`src/rtl/falling_lane_multi.sv`:
```
// falling_lane_multi: tracks up to NSLOT blocks falling in one lane, spawns
// blocks on request, judges key presses against a hit window and reports
// hit/perfect/miss/overflow pulses plus saturating hit and miss counters.
module falling_lane_multi #(
    parameter int unsigned NSLOT   = 4,
    parameter int unsigned HW      = 10,
    parameter int unsigned TOP     = 120,
    parameter int unsigned BOTTOM  = 720,
    parameter int unsigned SPEED   = 1,
    parameter int unsigned HIT_LO  = 600,
    parameter int unsigned HIT_HI  = 680,
    parameter int unsigned PERF_LO = 630,
    parameter int unsigned PERF_HI = 650
) (
    input  logic                clk,
    input  logic                rst_n,
    input  logic                restart,
    input  logic                pause,
    input  logic                tick,
    input  logic                spawn_req,
    input  logic                key,
    output logic [NSLOT*HW-1:0] block_h,
    output logic [NSLOT-1:0]    active,
    output logic                hit,
    output logic                perfect,
    output logic                miss,
    output logic                overflow,
    output logic [7:0]          hit_cnt,
    output logic [7:0]          miss_cnt
);

    localparam logic [HW-1:0] TOP_H     = HW'(TOP);
    localparam logic [HW-1:0] BOTTOM_H  = HW'(BOTTOM);
    localparam logic [HW-1:0] HIT_LO_H  = HW'(HIT_LO);
    localparam logic [HW-1:0] HIT_HI_H  = HW'(HIT_HI);
    localparam logic [HW-1:0] PERF_LO_H = HW'(PERF_LO);
    localparam logic [HW-1:0] PERF_HI_H = HW'(PERF_HI);
    localparam logic [HW:0]   BOTTOM_X  = (HW+1)'(BOTTOM);
    localparam logic [HW:0]   SPEED_X   = (HW+1)'(SPEED);

    // registered state
    logic [HW-1:0]    h_q [NSLOT];
    logic [NSLOT-1:0] act_q;
    logic             hit_q, perf_q, miss_q, ovf_q;
    logic [7:0]       hit_cnt_q, miss_cnt_q;

    // next-state values
    logic [HW-1:0]    h_d [NSLOT];
    logic [NSLOT-1:0] act_d;
    logic             hit_d, perf_d, miss_d, ovf_d;
    logic [7:0]       hit_cnt_d, miss_cnt_d;

    // working values for the per-cycle judge/move/spawn sequence
    logic [NSLOT-1:0] pick_mask;
    logic             pick_found;
    logic [HW-1:0]    pick_h;
    logic             wrong;
    logic [3:0]       nbot;
    logic [HW:0]      sum;
    logic             free_found;
    logic [8:0]       miss_sum;

    // Judge, move and spawn, all decided on the heights registered at cycle start.
    // The judged slot is excluded from motion so one block never yields hit and miss.
    always_comb begin
        for (int unsigned i = 0; i < NSLOT; i++) begin
            h_d[i] = h_q[i];
        end
        act_d      = act_q;
        hit_d      = 1'b0;
        perf_d     = 1'b0;
        miss_d     = 1'b0;
        ovf_d      = 1'b0;
        hit_cnt_d  = hit_cnt_q;
        miss_cnt_d = miss_cnt_q;
        pick_mask  = '0;
        pick_found = 1'b0;
        pick_h     = '0;
        wrong      = 1'b0;
        nbot       = '0;
        sum        = '0;
        free_found = 1'b0;
        miss_sum   = '0;

        if (!pause) begin
            if (key) begin
                // strict '>' keeps the lowest index on equal heights
                for (int unsigned i = 0; i < NSLOT; i++) begin
                    if (act_q[i] && h_q[i] >= HIT_LO_H && h_q[i] <= HIT_HI_H &&
                        (!pick_found || h_q[i] > pick_h)) begin
                        pick_found = 1'b1;
                        pick_h     = h_q[i];
                        pick_mask  = '0;
                        pick_mask[i] = 1'b1;
                    end
                end
                if (pick_found) begin
                    for (int unsigned i = 0; i < NSLOT; i++) begin
                        if (pick_mask[i]) begin
                            act_d[i] = 1'b0;
                            h_d[i]   = BOTTOM_H;
                        end
                    end
                    hit_d  = 1'b1;
                    perf_d = (pick_h >= PERF_LO_H) && (pick_h <= PERF_HI_H);
                end else begin
                    wrong = 1'b1;
                end
            end

            if (tick) begin
                for (int unsigned i = 0; i < NSLOT; i++) begin
                    if (act_q[i] && !pick_mask[i]) begin
                        sum = {1'b0, h_q[i]} + SPEED_X;
                        if (sum >= BOTTOM_X) begin
                            act_d[i] = 1'b0;
                            h_d[i]   = BOTTOM_H;
                            nbot     = nbot + 4'd1;
                        end else begin
                            h_d[i] = sum[HW-1:0];
                        end
                    end
                end
            end

            if (spawn_req) begin
                // only slots free at cycle start are eligible
                for (int unsigned i = 0; i < NSLOT; i++) begin
                    if (!act_q[i] && !free_found) begin
                        free_found = 1'b1;
                        act_d[i]   = 1'b1;
                        h_d[i]     = TOP_H;
                    end
                end
                ovf_d = !free_found;
            end

            miss_d = wrong || (nbot != 4'd0);

            if (hit_d && hit_cnt_q != 8'hFF) begin
                hit_cnt_d = hit_cnt_q + 8'd1;
            end

            miss_sum   = {1'b0, miss_cnt_q} + 9'(nbot) + 9'(wrong);
            miss_cnt_d = (miss_sum > 9'd255) ? 8'hFF : miss_sum[7:0];
        end
    end

    // State register: async active-low reset, synchronous restart has priority.
    always_ff @(posedge clk or negedge rst_n) begin
        if (!rst_n) begin
            for (int unsigned i = 0; i < NSLOT; i++) begin
                h_q[i] <= BOTTOM_H;
            end
            act_q      <= '0;
            hit_q      <= 1'b0;
            perf_q     <= 1'b0;
            miss_q     <= 1'b0;
            ovf_q      <= 1'b0;
            hit_cnt_q  <= '0;
            miss_cnt_q <= '0;
        end else if (restart) begin
            for (int unsigned i = 0; i < NSLOT; i++) begin
                h_q[i] <= BOTTOM_H;
            end
            act_q      <= '0;
            hit_q      <= 1'b0;
            perf_q     <= 1'b0;
            miss_q     <= 1'b0;
            ovf_q      <= 1'b0;
            hit_cnt_q  <= '0;
            miss_cnt_q <= '0;
        end else begin
            for (int unsigned i = 0; i < NSLOT; i++) begin
                h_q[i] <= h_d[i];
            end
            act_q      <= act_d;
            hit_q      <= hit_d;
            perf_q     <= perf_d;
            miss_q     <= miss_d;
            ovf_q      <= ovf_d;
            hit_cnt_q  <= hit_cnt_d;
            miss_cnt_q <= miss_cnt_d;
        end
    end

    for (genvar g = 0; g < NSLOT; g++) begin : g_pack
        assign block_h[g*HW +: HW] = h_q[g];
    end

    assign active   = act_q;
    assign hit      = hit_q;
    assign perfect  = perf_q;
    assign miss     = miss_q;
    assign overflow = ovf_q;
    assign hit_cnt  = hit_cnt_q;
    assign miss_cnt = miss_cnt_q;

endmodule
```
`config.mk`:
```
export PLATFORM = sky130hd
export DESIGN_NAME = falling_lane_multi
export DESIGN_NICKNAME = d
export VERILOG_FILES = /design/src/rtl/falling_lane_multi.sv
export SDC_FILE = /design/constraint.sdc
export NUM_CORES = 1
export LEC_CHECK = 0
export BUFFER_PORTS_ARGS = -buffer_cell sky130_fd_sc_hd__buf_2
export CAP_MARGIN = 20
export CORE_MARGIN = 1
export CORE_UTILIZATION = 25
export CTS_CLUSTER_DIAMETER = 80
export DETAILED_ROUTE_END_ITERATION = 12
export SLEW_MARGIN = 20
export SYNTH_ARGS = -nofsm -noshare
export SYNTH_HDL_FRONTEND = slang
export SYNTH_SLANG_ARGS = --single-unit
```
`constraint.sdc`:
```
create_clock -name clk -period 10.2 [get_ports clk]
set_input_delay 1.02 -clock clk [delete_from_list [all_inputs] [get_ports clk]]
set_output_delay 1.02 -clock clk [all_outputs]
set_load 0.05 [all_outputs]
```
==> results of run 1 <==
-- worst register-to-register path, delay by kind of cell, from the launching register on --
family | cells | cell delay, ps
xor gates and xnor gates | 1 | 230
and+or+nand+nor | 15 | 2070
adders and majority gates | 7 | 1920
muxes | 4 | 1110
AOI/OAI and AO/OA | 13 | 3380
DFF | 1 | 370
buffers and inverters | 4 | 550
-- layer usage --
layer,global-route usage,vias up,share of wire
met1,0.2153,2881,0.45
li1,-,2886,-
met2,0.2555,228,0.47
met3,0.04763,32,0.072
met5,0,-,0
met4,0.04155,0,0.017
-- sequential cells by signal, indices dropped and copies added (netlist names) --
signal / count
active: 4
block_h: 40
hit: 1
hit_cnt: 8
miss: 1
miss_cnt: 8
overflow: 1
perfect: 1
-- power groups by stage --
stage,clock network (mW),registers (mW),logic (mW)
6_report,0.342,0.275,0.121
5_1_grt,0.361,0.276,0.134
4_1_cts,0.348,0.274,0.117
3_5_place_dp,0,0.278,0.117
3_3_place_gp,0,0.278,0.117
2_1_floorplan,0,0.291,0.0679
-- logic make-up after synthesis --
| group | synth area share |
|---|---|
| AOI/OAI and AO/OA | 0.2544 |
| adders and majority gates | 0.1012 |
| buffers and inverters | 0.06485 |
| DFF | 0.2720 |
| and+or+nand+nor | 0.2504 |
| xor gates and xnor gates | 0.02204 |
| other | 0.0006290 |
| muxes | 0.03463 |
-- layout by cell type (no fill, tap or decap), types with 14 or more instances in the layout --
cell type,count
dfrtp_1,48
buf_2,71
nand2_1,73
nor2_1,62
a21o_1,14
inv_1,47
nand4_1,18
nor3_1,15
o21ai_0,39
dfstp_2,16
nand3_1,30
nand2b_1,16
and3_1,16
a21oi_1,58
ha_1,45
buf_4,20
-- final cells by class --
class,instances,area [µm²],share of cell area
Clock buffer,13,250.2,0.03513
Clock inverter,3,65.06,0.009134
Inverter,48,180.2,0.02529
Multi-Input combinational cell,597,4090,0.5742
Sequential cell,64,1622,0.2276
Tap cell,319,399.1,0.05603
Timing Repair Buffer,92,516.7,0.07255
-- worst paths after layout --
| path | from | end | slack, ps | depth (start not counted) |
|---|---|---|---|---|
| worst max-delay path | block_h[8] | miss_cnt[5] | 450 | 44 |
| worst min-delay path | miss_cnt[2] | miss_cnt[2] | 540 | 1 |
| worst max register to register | block_h[8] | miss_cnt[5] | 450 | 44 |
| worst min register to register | miss_cnt[2] | miss_cnt[2] | 540 | 1 |
| max in group asynchronous | rst_n | hit_cnt[6] | 8730 | 2 |
| min in group asynchronous | rst_n | block_h[10] | 860 | 2 |
-- stage by stage --
stage / cell area, µm² / power, mW / cells
after floorplan: 5969 / 0.3585 / 756
after global placement: 6633 / 0.3955 / 1113
after detailed placement: 6633 / 0.3952 / 1113
after CTS: 6949 / 0.7396 / 1129
after global routing: 7123 / 0.7706 / 1136
final: 7123 / 0.7384 / 1136
-- repair_timing --
action | 4_1_cts | 5_1_grt
resized for setup | 1 | 23
cloned | 0 | 1
endpoints found under the setup margin | 6 | 8
pin swaps | 0 | 10
setup buffers | 0 | 6
==> results_dict.tcl, run 1 <==
set metrics [dict create \
    status "complete, no violations" \
    die_h_um 156.4 \
    cp_common_cell "ha_1" \
    yosys-top-cells-count "nand2_1, nor2_1, a21oi_1" \
    syn_area_um2 5962 \
    num_rows 56 \
    clockPowerShare 0.463 \
    fin_skew_ps 5.831 \
    ant_nets 0 \
    drt_wl_total_um 19730 \
    coreArea_um2 23400 \
    yosys_warnings 0 \
    max_slew_margin 0.3977 \
    avgSynthCellArea_um2 7.907 \
    cts_tree "done" \
    period_needed_ps 9751 \
    clk_path_buf_depth 2 \
    hold_viol 0 \
    worstPathMaxFanout 6 \
    root_buffer "clkbuf_16" \
    antenna_found_initial 0 \
    cp_slowest_cell "or4_4" \
    yosysMostFrequentCell "nand2_1" \
    synth_cell_types 81 \
    pin_count 71 \
    drc_errors 0 \
    gp_congestion 0.9323 \
    holdWs_ps 535.5 \
    async_flop_share 1.000 \
    cp_top_family "compound AO/OA/AOI/OAI gates" \
    port_buffers 70 \
    vdd_ir_drop_max_mv 0.07911 \
    drt-initial-drc-count 472 \
    seq_power_share 0.372 \
    vias_per_cell 5.305 \
    drive_gt1_frac 0.1958 \
    crit_buf_inv 4 \
    hold_class "reg -> reg" \
    intPower_uw 520.6 \
    path_clk_slew_ps 60 \
    die_w_um 156.4 \
    worst_slew_pin_slew_ps 901.6 \
    power_frac_comb 0.165 \
    crit_type "reg -> reg" \
    drv_cap 0 \
    dp_hpwl_um 14110 \
    grt_pass1_vias 5556 \
    yosys_most_used_dff "dfrtp_1" \
    p_per_area_nw_per_um2 103.7 \
    yosysTopAreaCellShare 0.2015 \
    p_leak_nw 3.013 \
    switchingPower_uw 217.8 \
    cp.arrival_ps 9950 \
    cts.sinks 64 \
    setup_slack_ps 449.4 \
    crit_path_start_kind "flop" \
    grt_max_degree 65 \
    cp-end-kind "flop" \
    numCtsBuffers 9 \
    die_area_um2 24470 \
    overflow 0 \
    drv_slew 0 \
    finalNetCount 866 \
    post-route-period-util 0.9559 \
    synth_edf_count 0 \
    synth-seq-area-share 0.2720 \
    area_growth_pct 19.48 \
    clock_latency_ps 350 \
    htreeDepth 3 \
    setup_viol 0 \
    fillers 2539 \
    n_antenna_cell 0 \
    hold_buffers 0 \
    place_worst_setup_slack_ps 9.547 \
    synth_largest_area_cell "dfrtp_1" \
    grt_usage 0.1622 \
    vias 6027 \
    tns_ps 0 \
    detail_route.wl_per_cell_um 17.37 \
    drt-pass1-iter-count 5 \
    synth_area_leaders "dfrtp_1, ha_1, dfstp_2" \
    swShare 0.2950 \
    crit_required_ps 10400 \
    grt_pass1_wl_um 30740 \
    critPathMaxStageDelay_ps 550 \
    ys_ff_latch 64 \
    start_util 0.2548 \
    utilization 0.3044 \
    synthCells 754 \
    fmax_ghz 0.1026 \
]
(Power assumes the default switching activity.)
==> run 2, diff against run 1 <==
--- a/config.mk
+++ b/config.mk
@@ -5,6 +5,7 @@
 export SDC_FILE = /design/constraint.sdc
 export NUM_CORES = 1
 export LEC_CHECK = 0
+export ABC_AREA = 1
 export BUFFER_PORTS_ARGS = -buffer_cell sky130_fd_sc_hd__buf_2
 export CAP_MARGIN = 20
 export CORE_MARGIN = 1
==> run 2 against run 1 <==
Net effect: clock skew increased by 6.5 ps; first-iteration DRC count fell by 12%; wire length decreased by 0.48%; maximum frequency grew 12%; largest power group unchanged; power down 9.2%; critical endpoint is now miss_cnt[3]; combinational power down 12%; clock power decreased by 14%; via count grew 3.3%; cell area down 0.53%; hold slack worse by 34 ps; die area rose by 2.0%.
==> results_dict.tcl, run 2 <==
set metrics [dict create \
    path_clk_slew_ps 60 \
    yosys-top-cells-count "nand2_1, inv_1, nor2_1" \
    yosys_most_used_dff "dfrtp_1" \
    utilization 0.2992 \
    hold_viol 0 \
    synthCells 902 \
    pin_count 71 \
    status "complete, no violations" \
    clock_latency_ps 350 \
    post_dp_cell_area_um2 6805 \
    total_power_uw 670.6 \
    start_util 0.2568 \
    hold_class "reg -> reg" \
    vias_per_cell 4.794 \
    setup_viol 0 \
    tns_ps 0 \
    final_cells 1298 \
    drive_gt1_frac 0.1728 \
    coreArea_um2 23680 \
    final_cell_mix "nand2_1, inv_1, nor2_1, o21ai_0, buf_2" \
    setup_slack_ps 1471 \
    syn_area_um2 6081 \
    drt-initial-drc-count 415 \
    antenna_found_initial 1 \
    htreeDepth 3 \
    synth-seq-area-share 0.2667 \
    cts_resized 0 \
    clk_path_buf_depth 2 \
    place_worst_setup_slack_ps 1503 \
    numCtsBuffers 9 \
    cts.sinks 64 \
    drt_wl_total_um 19640 \
    ant_nets 0 \
    cts_setup_buffers 0 \
    port_buffers 70 \
    cp-end-kind "flop" \
    final_common_cell "nand2_1" \
    synth_edf_count 0 \
    worst_slew_pin_slew_ps 881.8 \
    p_per_area_nw_per_um2 94.65 \
    dp_hpwl_um 14870 \
    rsz0062_at_grt "false" \
    drv_slew 0 \
    cp_common_cell "nand2_1" \
    hold_buffers 0 \
    place_inst 1281 \
    vias 6223 \
    fillers 2695 \
    die_w_um 158.0 \
    synth_largest_area_cell "dfrtp_1" \
    yosysTopAreaCellShare 0.1975 \
    num_rows 56 \
    finalNetCount 1027 \
    async_flop_share 1.000 \
    grt_pass1_wl_um 31950 \
    vdd_ir_drop_max_mv 0.06355 \
    drc_errors 0 \
    ys_ff_latch 64 \
    max_slew_margin 0.4121 \
    avgSynthCellArea_um2 6.741 \
    largest_reg_flops 40 \
    cp_slowest_cell "dfstp_2" \
    dr.max_layer_used "met4" \
    worstPathMaxFanout 16 \
    met3WireLength_um 1232 \
    root_buffer "clkbuf_16" \
    multiInputGateArea_um2 3856 \
    die_h_um 158.0 \
    p_leak_nw 3.455 \
    crit_required_ps 10460 \
    die_area_um2 24950 \
    yosysMostFrequentCell "nand2_1" \
    fin_skew_ps 12.32 \
    grt_pass1_vias 5970 \
    regArea_um2 1622 \
    grt_usage 0.1656 \
    cts_tree "done" \
    detail_route.wl_per_cell_um 15.13 \
    synth_area_leaders "dfrtp_1, nand2_1, ha_1" \
    fmax_ghz 0.1146 \
    wl_met2_um 8837 \
    grt_max_degree 65 \
    synth_cell_types 51 \
    area_growth_pct 16.52 \
    period_needed_ps 8729 \
    crit_path_start_kind "flop" \
    cp.arrival_ps 8990 \
    overflow 0 \
    drv_cap 0 \
    wl_met1_um 9372 \
    crit_type "reg -> reg" \
    final_area_um2 7086 \
    critPathMaxStageDelay_ps 580 \
    drt-pass1-iter-count 7 \
    gp_congestion 0.9192 \
    post-route-period-util 0.8558 \
    yosys_warnings 0 \
    holdWs_ps 501.1 \
]
[run 2: cell types whose count changed after synthesis, sizes merged, moves of 11 or more]
cell,previous run,this run
a21o,14,3
a21oi,61,45
and3,17,0
clkbuf,37,9
inv,48,135
nand2,73,225
nand2b,16,0
nand3,31,53
nor2,62,95
nor4,12,1
o21ai,41,102
[run 2: final cells by class]
type | instances | area share
Antenna cell | 1 | 0.0003532
Clock buffer | 13 | 0.03673
Clock inverter | 3 | 0.002472
Inverter | 136 | 0.07240
Multi-Input combinational cell | 686 | 0.5442
Sequential cell | 64 | 0.2289
Tap cell | 319 | 0.05633
Timing Repair Buffer | 76 | 0.05863
[run 2: power breakdown]
| group | leakage [nW] | internal [mW] | switching (mW) | total, mW |
|---|---|---|---|---|
| combinational | 2.48 | 0.0291 | 0.0771 | 0.106 |
| clock | 0.136 | 0.177 | 0.118 | 0.295 |
| sequential | 0.835 | 0.260 | 0.00906 | 0.269 |
[run 2: cells by family after synthesis]
family                     share of synthesized area
AOI/OAI and AO/OA                             0.1990
xor gates and xnor gates                     0.03025
adders and majority gates                    0.09918
buffers and inverters                         0.1004
DFF                                           0.2667
other                                      0.0006167
and+or+nand+nor                               0.3039
[run 2: worst max-delay path: cells and delay by family, from the launching register on]
kind                     cells  cell delay (ps)
adder cells (fa/ha/maj)      7             2100
buffers and inverters       11              770
AO/OA/AOI/OAI                9             1400
flip-flops                   1              580
AND/OR/NAND/NOR             34             3800
[run 2: worst paths after layout]
path | startpoint | end | slack, ps | depth (start not counted)
hold / removal | hit_cnt[7] | hit_cnt[7] | 500 | 1
setup / recovery | block_h[4] | miss_cnt[3] | 1470 | 61
min in group asynchronous | rst_n | block_h[28] | 880 | 2
setup reg to reg | block_h[4] | miss_cnt[3] | 1470 | 61
hold reg to reg | hit_cnt[7] | hit_cnt[7] | 500 | 1
max in group asynchronous | rst_n | miss_cnt[3] | 8750 | 2
[run 2: metal layers]
layer,vias up,GRT usage
li1,3134,-
met1,2921,0.2243
met2,152,0.2649
met3,16,0.03942
met4,0,0.03617
met5,-,0
